## src/rtl/uart_tx_fsm.sv

```systemverilog
`default_nettype none
// ============================================================================
//  Module      : uart_tx_fsm
//  Description : UART transmitter. Frames a parallel word as
//                start(0) / DATA_WIDTH data bits LSB-first / optional
//                even-odd parity / stop(1), each bit held for a
//                programmable number of clock cycles. Supports
//                back-to-back frames by accepting a new request in the
//                last stop-bit cycle.
//  Revision    : 1.0 - initial release
// ============================================================================
module uart_tx_fsm #(
    parameter int DATA_WIDTH     = 8,
    parameter int PRESCALE_WIDTH = 6
) (
    input  logic                      CLK,
    input  logic                      Reset,
    input  logic [DATA_WIDTH-1:0]     P_Data,
    input  logic                      Data_valid,
    input  logic                      Parity_EN,
    input  logic                      Parity_type,
    input  logic [PRESCALE_WIDTH-1:0] Prescale,
    output logic                      TX_OUT,
    output logic                      Busy
);

    localparam int c_IDX_W = (DATA_WIDTH > 1) ? $clog2(DATA_WIDTH) : 1;
    localparam logic [c_IDX_W-1:0] c_LAST_IDX = c_IDX_W'(DATA_WIDTH - 1);

    typedef enum logic [2:0] {
        S_IDLE   = 3'd0,
        S_START  = 3'd1,
        S_DATA   = 3'd2,
        S_PARITY = 3'd3,
        S_STOP   = 3'd4
    } state_t;

    state_t                    r_state;
    logic [PRESCALE_WIDTH-1:0] r_cnt;      // cycles spent in current bit
    logic [PRESCALE_WIDTH-1:0] r_pm1;      // latched bit period minus one
    logic [c_IDX_W-1:0]        r_idx;      // data bit currently on the line
    logic [DATA_WIDTH-1:0]     r_shift;    // remaining data bits, LSB next
    logic                      r_par_en;
    logic                      r_par_bit;

    logic                      w_last;
    logic                      w_accept;
    logic [PRESCALE_WIDTH-1:0] w_pm1_in;
    logic [DATA_WIDTH-1:0]     w_shift_nxt;

    // Bit boundary, request acceptance and incoming period decode
    always_comb begin
        w_last      = (r_cnt == r_pm1);
        w_accept    = Data_valid &&
                      ((r_state == S_IDLE) || ((r_state == S_STOP) && w_last));
        // A programmed prescale of 0 behaves as 1 cycle per bit
        w_pm1_in    = (Prescale == '0) ? '0 : (Prescale - PRESCALE_WIDTH'(1));
        w_shift_nxt = r_shift >> 1;
    end

    // Frame sequencer with registered serial line and busy flag
    always_ff @(posedge CLK) begin
        if (Reset) begin
            r_state   <= S_IDLE;
            r_cnt     <= '0;
            r_pm1     <= '0;
            r_idx     <= '0;
            r_shift   <= '0;
            r_par_en  <= 1'b0;
            r_par_bit <= 1'b0;
            TX_OUT    <= 1'b1;
            Busy      <= 1'b0;
        end else if (w_accept) begin
            // Shadow the request so later input changes cannot disturb the frame
            r_state   <= S_START;
            r_cnt     <= '0;
            r_pm1     <= w_pm1_in;
            r_idx     <= '0;
            r_shift   <= P_Data;
            r_par_en  <= Parity_EN;
            r_par_bit <= (^P_Data) ^ Parity_type;
            TX_OUT    <= 1'b0;
            Busy      <= 1'b1;
        end else begin
            case (r_state)
                S_IDLE: begin
                    TX_OUT <= 1'b1;
                    Busy   <= 1'b0;
                end
                S_START: begin
                    if (w_last) begin
                        r_state <= S_DATA;
                        r_cnt   <= '0;
                        TX_OUT  <= r_shift[0];
                    end else begin
                        r_cnt <= r_cnt + PRESCALE_WIDTH'(1);
                    end
                end
                S_DATA: begin
                    if (w_last) begin
                        r_cnt <= '0;
                        if (r_idx == c_LAST_IDX) begin
                            r_idx <= '0;
                            if (r_par_en) begin
                                r_state <= S_PARITY;
                                TX_OUT  <= r_par_bit;
                            end else begin
                                r_state <= S_STOP;
                                TX_OUT  <= 1'b1;
                            end
                        end else begin
                            r_idx   <= r_idx + c_IDX_W'(1);
                            r_shift <= w_shift_nxt;
                            TX_OUT  <= w_shift_nxt[0];
                        end
                    end else begin
                        r_cnt <= r_cnt + PRESCALE_WIDTH'(1);
                    end
                end
                S_PARITY: begin
                    if (w_last) begin
                        r_state <= S_STOP;
                        r_cnt   <= '0;
                        TX_OUT  <= 1'b1;
                    end else begin
                        r_cnt <= r_cnt + PRESCALE_WIDTH'(1);
                    end
                end
                S_STOP: begin
                    // An accept in the final stop cycle is handled above
                    if (w_last) begin
                        r_state <= S_IDLE;
                        r_cnt   <= '0;
                        TX_OUT  <= 1'b1;
                        Busy    <= 1'b0;
                    end else begin
                        r_cnt <= r_cnt + PRESCALE_WIDTH'(1);
                    end
                end
                default: begin
                    r_state <= S_IDLE;
                    r_cnt   <= '0;
                    TX_OUT  <= 1'b1;
                    Busy    <= 1'b0;
                end
            endcase
        end
    end

endmodule
`default_nettype wire
```

## config.mk

```make
export PLATFORM = sky130hd
export DESIGN_NAME = uart_tx_fsm
export DESIGN_NICKNAME = d
export VERILOG_FILES = /design/src/rtl/uart_tx_fsm.sv
export SDC_FILE = /design/constraint.sdc
export NUM_CORES = 1
export LEC_CHECK = 0
export CAP_MARGIN = 5
export CORE_MARGIN = 2
export CORE_UTILIZATION = 55
export DETAILED_ROUTE_END_ITERATION = 10
export GPL_ROUTABILITY_DRIVEN = 0
export PLACE_DENSITY = 0.79
export RECOVER_POWER = 50
export SYNTH_ARGS = -nofsm -noshare
export SYNTH_HDL_FRONTEND = slang
export SYNTH_SLANG_ARGS = --single-unit
```

## constraint.sdc

```tcl
create_clock -name CLK -period 3.8 [get_ports CLK]
set_input_delay 1.14 -clock CLK [delete_from_list [all_inputs] [get_ports CLK]]
set_output_delay 1.14 -clock CLK [all_outputs]
set_load 0.01 [all_outputs]
```

After elaboration in Yosys (flattened, before gate mapping)
Cells that the tools add are included.
{"block": "op_classes", "n_mux": 26, "n_bitwise": 2, "add_sub_neg": 3, "reduce_logical": 18, "n_eq_ne": 20}
{"op": "8-bit two-way mux", "n": 4}
{"op": "3-bit two-way mux", "n": 7}
{"op": "3-bit != test, second input constant", "n": 5}
{"op": "3-bit case mux with 5 select lines", "n": 1}
{"op": "2-bit != test, second input constant", "n": 7}
{"op": "6-bit two-way mux", "n": 2}
{"op": "6-bit case mux with 2 select lines", "n": 1}
{"op": "6-bit AND reduction", "n": 2}
{"op": "1-bit two-way mux", "n": 9}
{"op": "8-bit XOR reduction", "n": 1}
{"op": "6-bit by 1-bit adder with 6-bit output, second input constant", "n": 1}
{"op": "3-bit by 2-bit == test with 1-bit output, second input constant", "n": 2}
{"op": "3-bit == test, second input constant", "n": 2}
{"op": "6-bit == test", "n": 1}
{"op": "6-bit zero test", "n": 1}
{"op": "3-bit AND reduction", "n": 2}
{"op": "6-bit by 1-bit subtractor with 6-bit output, second input constant", "n": 1}
{"op": "2-bit AND reduction", "n": 2}
{"op": "2-bit nonzero test", "n": 2}
{"op": "2-bit OR reduction", "n": 2}
{"op": "4-bit OR reduction", "n": 1}
{"op": "3-bit by 1-bit adder with 3-bit output, second input constant", "n": 1}
{"op": "3-bit by 1-bit == test with 1-bit output, second input constant", "n": 1}
{"op": "3-bit zero test", "n": 1}
{"op": "9 further kinds", "n": 10}
{"block": "totals", "ff_bits": 30, "output_inout_bits": 2}

Longest topological paths before layout
{"block": "logic_depth", "depth_word": 6, "mapped_depth": 7, "mapped_depth_nobuf": 7}

Worst setup path after synthesis
OpenSTA, ideal clock, no wires.
{"block": "synth_path", "path_type": "input port to flip-flop", "startpoint": "input port Prescale[0]", "endpoint": "register r_pm1[1]", "t_arrival_ps": 2070, "n_path_buf": 0, "path_stages": 4, "path_slack_ps": 1659, "path_cell_list": "inv_1 ha_1 or4_1 a21oi_1"}
{"block": "synth_between", "elab_chain_len": 2, "elab_cells_between_ends": 3}
{"item": "start: declaration", "line": "22", "source": "input logic [PRESCALE_WIDTH-1:0] Prescale,"}
{"item": "6-bit by 1-bit subtractor with 6-bit output / 6-bit zero test (equally long branches)", "line": "57", "source": "w_pm1_in = (Prescale == '0) ? '0 : (Prescale - PRESCALE_WIDTH'(1));"}
{"item": "6-bit two-way mux (*)", "line": "57"}
{"item": "end signal: assignment", "line": "77", "source": "r_pm1 <= w_pm1_in;"}
{"item": "end: declaration", "line": "40", "source": "logic [PRESCALE_WIDTH-1:0] r_pm1;"}
Mark *: on every way between the ends. The rest lies on a longest branch, timed or not.
A chain may end at the register's enable or synchronous reset.

Worst setup path in the final report
{"block": "layout_path", "startpoint": "input port Data_valid", "endpoint": "register TX_OUT"}
{"block": "layout_between", "elab_chain_len": 3, "elab_cells_between_ends": 6}
{"item": "start: declaration", "line": "19", "source": "input logic Data_valid,"}
{"item": "1-bit logical AND (*)", "line": "54", "source": "w_accept = Data_valid &&"}
{"item": "3-bit != test (no line) / 3-bit by 1-bit != test with 1-bit output (equally long branches)"}
{"item": "3-bit AND reduction (no line)"}
{"item": "end signal: assignment", "line": "94", "source": "TX_OUT <= r_shift[0];"}
{"item": "end signal: assignment", "line": "106", "source": "TX_OUT <= r_par_bit;"}
{"item": "end signal: assignment", "line": "114", "source": "TX_OUT <= w_shift_nxt[0];"}
{"item": "end: declaration", "line": "23", "source": "output logic TX_OUT,"}
Marks and branches as above.

==> results.yml <==
status:
  outcome: "completed"
drt:
  vias_per_cell: 5.860
  final_antenna_net_count: 0
  wire_per_inst_um: 14.20
  dr.pass1.iters: 4
  drt_iter0_drc: 52
  drc: 0
  wirelength_mm: 3.663
  vias: 1512
synth:
  synth_top_area_share_pct: 34.83
  synth-edff-count: 0
  synthCells: 199
  syn_area_per_cell_um2: 8.664
  synth_area_mm2: 0.001724
  async_flop_share_pct: 0
  synth-seq-cells: 30
  seq_area_frac_synth_pct: 34.83
  synth.area.top_cells: "dfxtp_1, xnor2_1, a21oi_1, mux2i_1, ha_1"
  synth.distinct_cells: 47
  syn_nets: 223
  yosysTopAreaCell: "dfxtp_1"
  synth_flop_cell: "dfxtp_1"
  ys_warn_count: 0
worst_setup_path:
  r2r_end: "TX_OUT$_SDFFE_PP1P_"
  cpMaxStageDelayCell: "dlygate4sd3_1"
  critPathCaptureType: "flip-flop"
  worstSetupPathType: "in2reg"
  worst_ep_arrival_time_ns: 2.80
  slowest_delay_ns: 0.57
  startpoint_type: "input pin"
  cp.depth: 4
  crit_chain: "dlygate4sd3_1 > nand2_1 > nor2_1 > o311ai_0"
  r2r_cells: 4
  cp.required_ns: 3.97
  cp_max_fo: 18
  r2r_start: "r_state[0]$_SDFFE_PP0P_"
  rrSetupSlack_ns: 1.64
  cp_top_family: "simple AND/OR/NAND/NOR gates"
  path_buf_inv: 1
clock_network:
  cts_resized: 0
  cts_buffers: 5
  numClockSinks: 30
  root_buffer: "clkbuf_4"
  cts.path.max_buffers: 2
  cts_tree: "built"
  clk_latency_ns: 0.32
  path_clk_slew_ns: 0.09
  cts_setup_buffers: 0
  hold_buffers: 0
  htreeDepth: 2
timing:
  slew_headroom_pct: 63.29
  tns_ns: 0
  hold_viol: 0
  max_freq_ghz: 0.3811
  period_needed_ns: 2.624
  fin_skew_ns: 0.008213
  rsz0062_at_grt: "false"
  min_period_over_period_pct: 69.05
  setup_viol: 0
  worst_pin_slew_ns: 0.5493
  layout_setup_ws_ns: 1.176
  drv_slew: 0
floorplan:
  dieArea_mm2: 0.003599
  io_pins: 21
  rows: 20
  core_area_mm2: 0.003028
  initial_utilization_pct: 56.94
  fp.dieW_um: 59.99
  die_h_um: 59.99
global_routing:
  globalRoute.totalOverflow: 0
  grt_pass1_vias: 1388
  antenna_found_initial: 0
  grt_usage_pct: 22.52
  grt_start_max_net_pins: 22
  grt_pass1_wl_mm: 6.072
layout:
  fillers: 265
  fin_area_mm2: 0.001972
  drive_gt1_share_pct: 6.542
  nNetsFinal: 239
  syn2layout_area_growth_pct: 14.37
  antenna_cells: 0
power:
  power_density_mw_per_mm2: 374.1
  leakage_nw: 0.7648
  ir_drop_mv: 0.2019
placed_design:
  dp_slack_ns: 0.9308
  place_area_mm2: 0.001921
  hpwl_mm: 2.710
  numPortBuffers: 20
hold_path:
  hold-path-endpoint: "Busy$_SDFFE_PP0P_"
  hold_depth: 2
  hp-start: "Busy$_SDFFE_PP0P_"
  hp-class: "reg2reg"
flow_run:
  drv_cap: 0
[cell families after synthesis]
kind of cell	after synthesis	share of synthesized area (%)
flops	30	34.83
buf+inv	18	5.370
mux	10	5.806
simple gates	59	19.16
compound gates	57	21.05
xor+xnor	20	10.16
fa+ha+maj	5	3.628
[through the flow]
stage          total power (W)  hold slack [ns]  std cells  utilization [%]
4_1_cts              0.0007389           0.4654        258            65.12
2_1_floorplan        0.0005052           0.4409        199                -
6_report             0.0007377           0.4670        258            65.12
3_5_place_dp         0.0005623           0.4534        252            63.43
3_3_place_gp         0.0005537           0.4451        252            63.43
5_1_grt              0.0007760           0.5094        258            65.12
[worst reg2reg max path, stage by stage, from the launching register on]
cell and delay [ns]:
dfxtp_1 0.41, nor2_1 0.41, nand2_1 0.44, nor2_1 0.53, o311ai_0 0.23
[layer usage]
metal / global-route usage [%] / up-vias / wire length (µm)
met4: 11.43 / 0 / 51
li1: - / 757 / -
met1: 30.27 / 713 / 1690
met5: 0 / - / 0
met3: 3.896 / 5 / 204
met2: 34.47 / 37 / 1716
[synth_stat cells, drive strengths merged, types with 3 or more instances]
| master | count |
|---|---|
| dfxtp | 30 |
| a21oi | 21 |
| nand2 | 15 |
| xnor2 | 13 |
| mux2i | 10 |
| nor2 | 9 |
| o21ai | 9 |
| a211oi | 7 |
| clkbuf | 7 |
| o31ai | 7 |
| xor2 | 7 |
| buf | 5 |
| ha | 5 |
| inv | 5 |
| or4 | 5 |
| nand3b | 4 |
| nand4 | 4 |
| nor3 | 4 |
| or3 | 4 |
| nand3 | 3 |
[worst max path at each step]
stage | start | endpoint | slack, ns
3_5_place_dp | Data_valid | TX_OUT$_SDFFE_PP1P_ | 0.93
6_report | Data_valid | TX_OUT$_SDFFE_PP1P_ | 1.18
4_1_cts | Data_valid | TX_OUT$_SDFFE_PP1P_ | 1.27
3_3_place_gp | Data_valid | r_pm1[2]$_SDFFE_PP0P_ | 1.03
2_1_floorplan | Prescale[0] | r_pm1[1]$_SDFFE_PP0P_ | 1.66
5_1_grt | Data_valid | TX_OUT$_SDFFE_PP1P_ | 1.01
[flip-flops by register name, indices dropped and copies added, names as in the netlist]
name and cells:
Busy 1, TX_OUT 1, r_cnt 6, r_idx 3
r_par_bit 1, r_par_en 1, r_pm1 6, r_shift 8
r_state 3
[area by class of cell]
cell class	count	area (µm²)	share of cell area, %
multi-input combinational	151	1031	52.28
tap	44	55.05	2.792
clock buffer	6	51.30	2.602
timing repair buffer	22	215.2	10.91
sequential	30	600.6	30.46
inverter	5	18.77	0.9518
[power by group]
part,switching (W),internal [W]
sequential,0.0000236,0.000342
clock,0.0000966,0.0000831
combinational,0.000104,0.0000879
total,0.000224,0.000513
[placed cells by master (no fill, tap or decap), drive strengths merged, types with 2 or more instances in the layout]
cell type       n
dfxtp          30
a21oi          21
clkdlybuf4s50  19
nand2          15
xnor2          13
mux2i          10
nor2            9
o21ai           9
xor2            7
o31ai           7
a211oi          7
clkbuf          6
inv             5
or4             5
ha              5
nand4           4
nor3            4
nand3b          4
or3             4
nand3           3
and2            2
o22ai           2
o21bai          2
a311oi          2
buf             2
or2             2
(Power assumes the default switching activity.)
